===== config.mk =====
export PLATFORM = sky130hd
export DESIGN_NAME = comparator_seq_flat
export DESIGN_NICKNAME = d
export VERILOG_FILES = /design/src/rtl/comparator_seq_if.sv /design/src/rtl/comparator_seq.sv /design/src/flat_wrapper.sv
export SDC_FILE = /design/constraint.sdc
export NUM_CORES = 1
export LEC_CHECK = 0
export BUFFER_PORTS_ARGS = -buffer_cell sky130_fd_sc_hd__buf_2
export CORE_MARGIN = 2
export CORE_UTILIZATION = 39
export CTS_BUF_LIST = sky130_fd_sc_hd__clkbuf_16
export DETAILED_ROUTE_END_ITERATION = 8
export GPL_ROUTABILITY_DRIVEN = 0
export HOLD_SLACK_MARGIN = 0.15
export PLACE_DENSITY = 0.69
export SYNTH_ARGS = -nofsm -noshare
export SYNTH_HDL_FRONTEND = slang
export SYNTH_SLANG_ARGS = --single-unit

===== constraint.sdc =====
create_clock -name clk -period 2.2 [get_ports clk]
set_input_delay 0.44 -clock clk [delete_from_list [all_inputs] [get_ports clk]]
set_output_delay 0.44 -clock clk [all_outputs]
set_load 0.02 [all_outputs]

===== src/rtl/comparator_seq_if.sv =====
// Operand/result bundle for comparator_seq: the bench or host drives the master side,
// the comparator drives the slave side.
interface comparator_seq_if #(
  parameter int unsigned WIDTH = 8,
  parameter int unsigned CNT_W = 8
);
  logic             enable;
  logic             in_valid;
  logic [WIDTH-1:0] a;
  logic [WIDTH-1:0] b;
  logic             clr_cnt;
  logic             gt;
  logic             eq;
  logic             lt;
  logic             out_valid;
  logic             changed;
  logic [CNT_W-1:0] gt_cnt;
  logic [CNT_W-1:0] eq_cnt;
  logic [CNT_W-1:0] lt_cnt;
  logic [1:0]       state;

  modport master (
    output enable, in_valid, a, b, clr_cnt,
    input  gt, eq, lt, out_valid, changed, gt_cnt, eq_cnt, lt_cnt, state
  );

  modport slave (
    input  enable, in_valid, a, b, clr_cnt,
    output gt, eq, lt, out_valid, changed, gt_cnt, eq_cnt, lt_cnt, state
  );
endinterface


===== src/rtl/comparator_seq.sv =====
// Registered unsigned/two's-complement magnitude comparator with ENABLE/PAUSE/RESET
// status and saturating per-result history counters.
module comparator_seq #(
  parameter int unsigned WIDTH  = 8,
  parameter int unsigned SIGNED = 0,
  parameter int unsigned CNT_W  = 8
) (
  input logic             clk,
  input logic             reset,
  comparator_seq_if.slave bus
);

  localparam logic [CNT_W-1:0] CNT_MAX = {CNT_W{1'b1}};
  localparam logic [CNT_W-1:0] CNT_ONE = CNT_W'(1);

  typedef enum logic [1:0] {
    ST_ENABLE = 2'b00,
    ST_PAUSE  = 2'b01,
    ST_RESET  = 2'b10
  } state_t;

  state_t           state_q;
  state_t           state_d;
  logic             gt_q;
  logic             eq_q;
  logic             lt_q;
  logic             out_valid_q;
  logic             changed_q;
  logic [CNT_W-1:0] gt_cnt_q;
  logic [CNT_W-1:0] eq_cnt_q;
  logic [CNT_W-1:0] lt_cnt_q;

  logic             accept_c;
  logic             a_gt_b_c;
  logic             a_eq_b_c;
  logic [2:0]       res_c;

  // Status register: RESET only while reset is held, then tracks enable one cycle late.
  always_ff @(posedge clk or posedge reset) begin
    if (reset) state_q <= ST_RESET;
    else       state_q <= state_d;
  end

  always_comb begin
    state_d = ST_PAUSE;
    if (bus.enable) state_d = ST_ENABLE;
  end

  // Magnitude compare; SIGNED selects how the MSB is interpreted.
  always_comb begin
    a_eq_b_c = (bus.a == bus.b);
    if (SIGNED != 0) a_gt_b_c = ($signed(bus.a) > $signed(bus.b));
    else             a_gt_b_c = (bus.a > bus.b);
  end

  assign accept_c = bus.enable & bus.in_valid;
  assign res_c    = {a_gt_b_c, a_eq_b_c, ~(a_gt_b_c | a_eq_b_c)};

  // Result flags hold between accepts; changed compares against the held flags.
  always_ff @(posedge clk or posedge reset) begin
    if (reset) begin
      gt_q        <= 1'b0;
      eq_q        <= 1'b0;
      lt_q        <= 1'b0;
      out_valid_q <= 1'b0;
      changed_q   <= 1'b0;
    end else begin
      out_valid_q <= accept_c;
      changed_q   <= accept_c && (res_c != {gt_q, eq_q, lt_q});
      if (accept_c) begin
        gt_q <= res_c[2];
        eq_q <= res_c[1];
        lt_q <= res_c[0];
      end
    end
  end

  // Clear has priority but still counts a same-cycle hit as the first event.
  function automatic logic [CNT_W-1:0] cnt_next(input logic [CNT_W-1:0] cur,
                                                input logic clr, input logic hit);
    logic [CNT_W-1:0] nxt;
    nxt = cur;
    if (clr)                       nxt = hit ? CNT_ONE : '0;
    else if (hit && cur != CNT_MAX) nxt = cur + CNT_ONE;
    return nxt;
  endfunction

  always_ff @(posedge clk or posedge reset) begin
    if (reset) begin
      gt_cnt_q <= '0;
      eq_cnt_q <= '0;
      lt_cnt_q <= '0;
    end else begin
      gt_cnt_q <= cnt_next(gt_cnt_q, bus.clr_cnt, accept_c & res_c[2]);
      eq_cnt_q <= cnt_next(eq_cnt_q, bus.clr_cnt, accept_c & res_c[1]);
      lt_cnt_q <= cnt_next(lt_cnt_q, bus.clr_cnt, accept_c & res_c[0]);
    end
  end

  assign bus.gt        = gt_q;
  assign bus.eq        = eq_q;
  assign bus.lt        = lt_q;
  assign bus.out_valid = out_valid_q;
  assign bus.changed   = changed_q;
  assign bus.gt_cnt    = gt_cnt_q;
  assign bus.eq_cnt    = eq_cnt_q;
  assign bus.lt_cnt    = lt_cnt_q;
  assign bus.state     = state_q;

endmodule


===== src/flat_wrapper.sv =====
// flat-port wrapper written by rule: the top's interface ports become plain ports
module comparator_seq_flat 
#(
  parameter int unsigned WIDTH  = 8,
  parameter int unsigned SIGNED = 0,
  parameter int unsigned CNT_W  = 8
)
  (clk, reset, bus_enable, bus_in_valid, bus_a, bus_b, bus_clr_cnt, bus_gt, bus_eq, bus_lt, bus_out_valid, bus_changed, bus_gt_cnt, bus_eq_cnt, bus_lt_cnt, bus_state);
  comparator_seq_if #(.WIDTH(WIDTH), .CNT_W(CNT_W)) bus_i ();
  input logic clk;
  input logic reset;
  input wire logic [$bits(bus_i.enable)-1:0] bus_enable;
  input wire logic [$bits(bus_i.in_valid)-1:0] bus_in_valid;
  input wire logic [$bits(bus_i.a)-1:0] bus_a;
  input wire logic [$bits(bus_i.b)-1:0] bus_b;
  input wire logic [$bits(bus_i.clr_cnt)-1:0] bus_clr_cnt;
  output wire logic [$bits(bus_i.gt)-1:0] bus_gt;
  output wire logic [$bits(bus_i.eq)-1:0] bus_eq;
  output wire logic [$bits(bus_i.lt)-1:0] bus_lt;
  output wire logic [$bits(bus_i.out_valid)-1:0] bus_out_valid;
  output wire logic [$bits(bus_i.changed)-1:0] bus_changed;
  output wire logic [$bits(bus_i.gt_cnt)-1:0] bus_gt_cnt;
  output wire logic [$bits(bus_i.eq_cnt)-1:0] bus_eq_cnt;
  output wire logic [$bits(bus_i.lt_cnt)-1:0] bus_lt_cnt;
  output wire logic [$bits(bus_i.state)-1:0] bus_state;
  assign bus_i.enable = bus_enable;
  assign bus_i.in_valid = bus_in_valid;
  assign bus_i.a = bus_a;
  assign bus_i.b = bus_b;
  assign bus_i.clr_cnt = bus_clr_cnt;
  assign bus_gt = bus_i.gt;
  assign bus_eq = bus_i.eq;
  assign bus_lt = bus_i.lt;
  assign bus_out_valid = bus_i.out_valid;
  assign bus_changed = bus_i.changed;
  assign bus_gt_cnt = bus_i.gt_cnt;
  assign bus_eq_cnt = bus_i.eq_cnt;
  assign bus_lt_cnt = bus_i.lt_cnt;
  assign bus_state = bus_i.state;
  comparator_seq #(.WIDTH(WIDTH), .SIGNED(SIGNED), .CNT_W(CNT_W)) u_core (.clk(clk), .reset(reset), .bus(bus_i));
endmodule

* Word-level counts from Yosys, hierarchy flattened
Cells that the tools add are included.
** Word-level totals
- Output and inout port bits :: 31
- Word-level logic and storage cells :: 41
- Bits in writable memories :: 0
- Register bits :: 31
- Bits in latches :: 0
- ROM bits :: 0
- Memories :: 0
- Bits of input ports :: 21
** Operators by class
- Add/sub/neg operators :: 3
- Muxes and demuxes :: 10
- Bitwise operators :: 6
- Multipliers :: 0
- Equal/unequal tests :: 5
- Div/mod/pow operators :: 0
- Reduce and logical (&&, ||, !) cells :: 7
- Shifts and indexed selects :: 0
- $lt $le $gt $ge :: 1
** Operators with widths (number)
- 8-bit 2-to-1 mux :: 6
- 8-bit by 1-bit adder with 8-bit output, second input constant :: 3
- 8-bit != test, second input constant :: 3
- 8-bit == test :: 1
- 8-bit greater-than comparator :: 1
- 2-bit nonzero test :: 3
- 1-bit AND :: 4
- 1-bit logical AND :: 4
- 1-bit 2-to-1 mux :: 4
- 3-bit != test :: 1
- 1-bit NOT :: 1
- 1-bit OR :: 1

* Logic depth before layout (Yosys ltp)
- Depth in word-level cells :: 7
- Depth in mapped cells :: 9
- Gate-level depth less buffers :: 8

* Least setup slack after synthesis
No wires, ideal clock.
- Path kind :: input port to flip-flop
- Start point :: in bus_b[3]
- End point :: reg u_core.gt_cnt_q[2] (netlist: u_core.bus.gt_cnt[2])
- Path buffers :: 1
- Path slack :: 0.222 ns
- Required time :: 2.075 ns
- Library setup time :: 0.125 ns
- Stages on the path :: 9
- Arrival time :: 1.852 ns
- Path through :: inv_1 > ha_1 > nand4_2 > nor2_1 > nor2_1 > o21ai_2 > buf_6 > nor3b_2 > mux2_4
** Between the ends
- Cells in the longest elaborated chain, start to end :: 4
** Ends and longest elaborated chain
- from (decl) :: RTL line flat_wrapper.sv:15 : input wire logic [$bits(bus_i.b)-1:0] bus_b;
- 8-bit greater-than comparator :: RTL line comparator_seq.sv:53 : else a_gt_b_c = (bus.a > bus.b);
- 1-bit AND :: RTL line comparator_seq.sv:94 : gt_cnt_q <= cnt_next(gt_cnt_q, bus.clr_cnt, accept_c & res_c[2]);
- 1-bit logical AND :: RTL line comparator_seq.sv:84 : else if (hit && cur != CNT_MAX) nxt = cur + CNT_ONE;
- 2-bit nonzero test (no source line)
- to (signal assigned) :: RTL line comparator_seq.sv:94
- to (decl) :: RTL line comparator_seq.sv:29 : logic [CNT_W-1:0] gt_cnt_q;
Every way passes these cells.
A chain may end at the register's enable or synchronous reset.

* Worst setup path after layout
- Start point :: in bus_b[3]
- End point :: reg u_core.gt_cnt_q[7] (netlist: u_core.bus.gt_cnt[7])
Same word-level chain as after synthesis.

==> flow_summary.toml <==
[timing]
finalCriticalPeriod_ns = 1.902
setup_tns_ns = 0
rsz0062_at_grt = "false"
slew_headroom_pct = 65.71
whs_ns = 0.2279
finalMaxSlewViolations = 0
finalClockSkew_ns = 0.002003
finalSetupViolations = 0
fmax_mhz = 525.7
worst_slew_pin_slew_ns = 0.5144
hold_viol = 0
fin_crit_sh_pct = 86.47

[status]
outcome = "finished clean"

[clock_tree]
hold_buffers = 0
path_clk_slew_ns = 0.05
cts_buffer_depth = 2
root_buffer = "clkbuf_16"
htreeDepth = 2
clk_latency_ns = 0.28
cts_resized = 0
numCtsBuffers = 5
cts_tree = "built"
cts.sinks = 31
post_cts_buffers = 0

[die]
core-area_mm2 = 0.004692
die_area_mm2 = 0.005438
row_count = 25
pin_count = 52
initial_core_util_pct = 40.43
die_y_um = 73.74
die_w_um = 73.74

[worst_setup_path]
rrSetupSlack_ns = 0.32
cp-start-kind = "primary input"
cp-startpoint = "bus_b[3]"
worstSetupEndpoint = "u_core.bus.gt_cnt[7]"
worstSetupPathType = "primary input to flip-flop"
worst-path-max-fanout = 10
arrival_ns = 2.10
cp-end-kind = "flip-flop"
r2r_start = "u_core.bus.lt_cnt[0]"
r2r-end = "u_core.bus.lt_cnt[3]"
r2r_cells = 7
worstPathRequired_ns = 2.40

[synth]
synth_edf_count = 0
ys_seq_elements = 31
ys_seq_area_share_pct = 40.96
syn_nets = 222
syn_area_mm2 = 0.001897
yosysMostFrequentCell = "dfrtp_1"
synth_cell_types = 60
yosys_warnings = 0
yosysTopAreaCellShare_pct = 39.58
async_flop_share_pct = 100.0
synth_top_area_cell = "dfrtp_1"
synth_commonest_cells = "dfrtp_1 (30), nor2_1 (23), inv_1 (12), ha_1 (11), nand2_1 (10)"
synthFlopType = "dfrtp_1"
yosys-top-cells-area = "dfrtp_1 (40%), ha_1 (7.3%), nor2_1 (4.6%)"
syn_avg_cell_area_um2 = 9.983
syn_inst = 190

[detailed_routing]
vias = 1565
drtIter0Drc = 72
dr.pass1.iters = 4
drc = 0
dr_wl_met2_um = 1850
topRoutingLayerUsed = "met4"
vias_per_cell = 5.182
final_antenna_net_count = 0
post_drt_wl_per_cell_um = 13.16
wl_um = 3975
routedLengthMet1_um = 1893
wl_met3_um = 172

[final_layout]
fill_cells = 445
final_core_util_pct = 50.67
seq_area_um2 = 777.0
multi_input_area_mm2 = 0.001039
fin_nets = 279
design_area_mm2 = 0.002377
drive_above_1_share_pct = 33.47
antennaDiodeCount = 0
syn2layout_area_growth_pct = 25.33

[global_routing]
grt_pass1_wl_um = 6741
track_usage_pct = 16.25
grt-ovfl-total = 0
grt_pass1_vias = 1541
grt_max_degree = 32
antenna_found_initial = 0

[place]
numPortBuffers = 51
place_area_mm2 = 0.002213
dp_hpwl_um = 2901

[pwr]
power_density_mw_per_mm2 = 662.8
peakVddDrop_mv = 0.3278
leakage_nw = 1.177
total_power_w = 0.001576

[hold_path]
hp-class = "primary input to async pin"

[run]
drv_cap = 0
-- critical path, stage by stage --
cell     delay (ns)
buf_2          0.07
inv_1          0.03
ha_1           0.36
nand4_2        0.18
nor2_1         0.08
nor2_1         0.12
o21ai_2        0.15
buf_4          0.18
or3_1          0.34
a21oi_1        0.14
-- layout make-up --
class / instances / area share (%)
Clock buffer: 5 / 5.263
Clock inverter: 3 / 1.632
Inverter: 12 / 1.895
Multi-Input combinational cell: 142 / 43.68
Sequential cell: 31 / 32.68
Tap cell: 54 / 2.842
Timing Repair Buffer: 55 / 12.00
-- per-stage QoR --
step           instances  setup slack (ns)
2_1_floorplan        190            0.2225
3_3_place_gp         294           0.03872
3_5_place_dp         294           0.01957
4_1_cts              302            0.3101
5_1_grt              302            0.1558
6_report             302            0.2976
-- how the worst min path moves through the flow --
stage	slack [ns]	startpoint	cells past startpoint	endpoint
5_1_grt	0.27	reset	3	u_core.bus.gt_cnt[6]
4_1_cts	0.24	reset	3	u_core.bus.eq_cnt[5]
6_report	0.23	reset	3	u_core.bus.eq_cnt[5]
2_1_floorplan	0.50	bus_enable	1	u_core.bus.state[0]
3_5_place_dp	0.53	u_core.bus.lt_cnt[6]	1	u_core.bus.lt_cnt[6]
3_3_place_gp	0.53	u_core.bus.lt_cnt[6]	1	u_core.bus.lt_cnt[6]
-- metal layers --
metal | vias to the layer above | track usage [%]
li1 | 793 | -
met1 | 727 | 21.05
met2 | 38 | 26.19
met3 | 7 | 3.292
met4 | 0 | 7.071
met5 | - | 0
-- layout by cell type, fill, tap and decap left out, drive strengths merged, types with 2 or more instances in the layout --
cell type,count
mux2i,3
ha,11
a21o,2
nor3b,2
xnor2,3
nand2b,3
o21ai,6
inv,12
nor4,4
dfrtp,30
nor2,24
nand3,7
nor4b,2
a21oi,9
and3,5
nor3,5
nand2,11
buf,55
nor2b,4
a31oi,3
mux2,2
xor2,6
or3,2
clkbuf,5
nand4,9
clkinv,2
and4,3
-- cell families after synthesis --
logic type,after synthesis,share of synthesized area [%]
buffers and inverters,17,4.287
flip-flops,31,40.96
multiplexers,5,2.968
adder cells (fa/ha/maj),11,7.256
XOR/XNOR,9,4.156
AND/OR/NAND/NOR,84,26.45
other,1,0.1977
AO/OA/AOI/OAI,32,13.72
-- sequential cells by signal, summed over array words and instances, names as in the netlist, 2 cells and up --
signal and cells:
u_core.bus.eq_cnt 8, u_core.bus.lt_cnt 8, u_core.bus.gt_cnt 8, u_core.bus.state 2
-- power by group --
| part | switching (W) | internal, W | total, W |
|---|---|---|---|
| logic | 0.000121 | 0.0000755 | 0.000197 |
| registers | 0.0000167 | 0.000588 | 0.000604 |
| clock network | 0.000247 | 0.000527 | 0.000774 |
| total | 0.000385 | 0.00119 | 0.00158 |
Note: power is estimated with default switching activity, not from simulation.
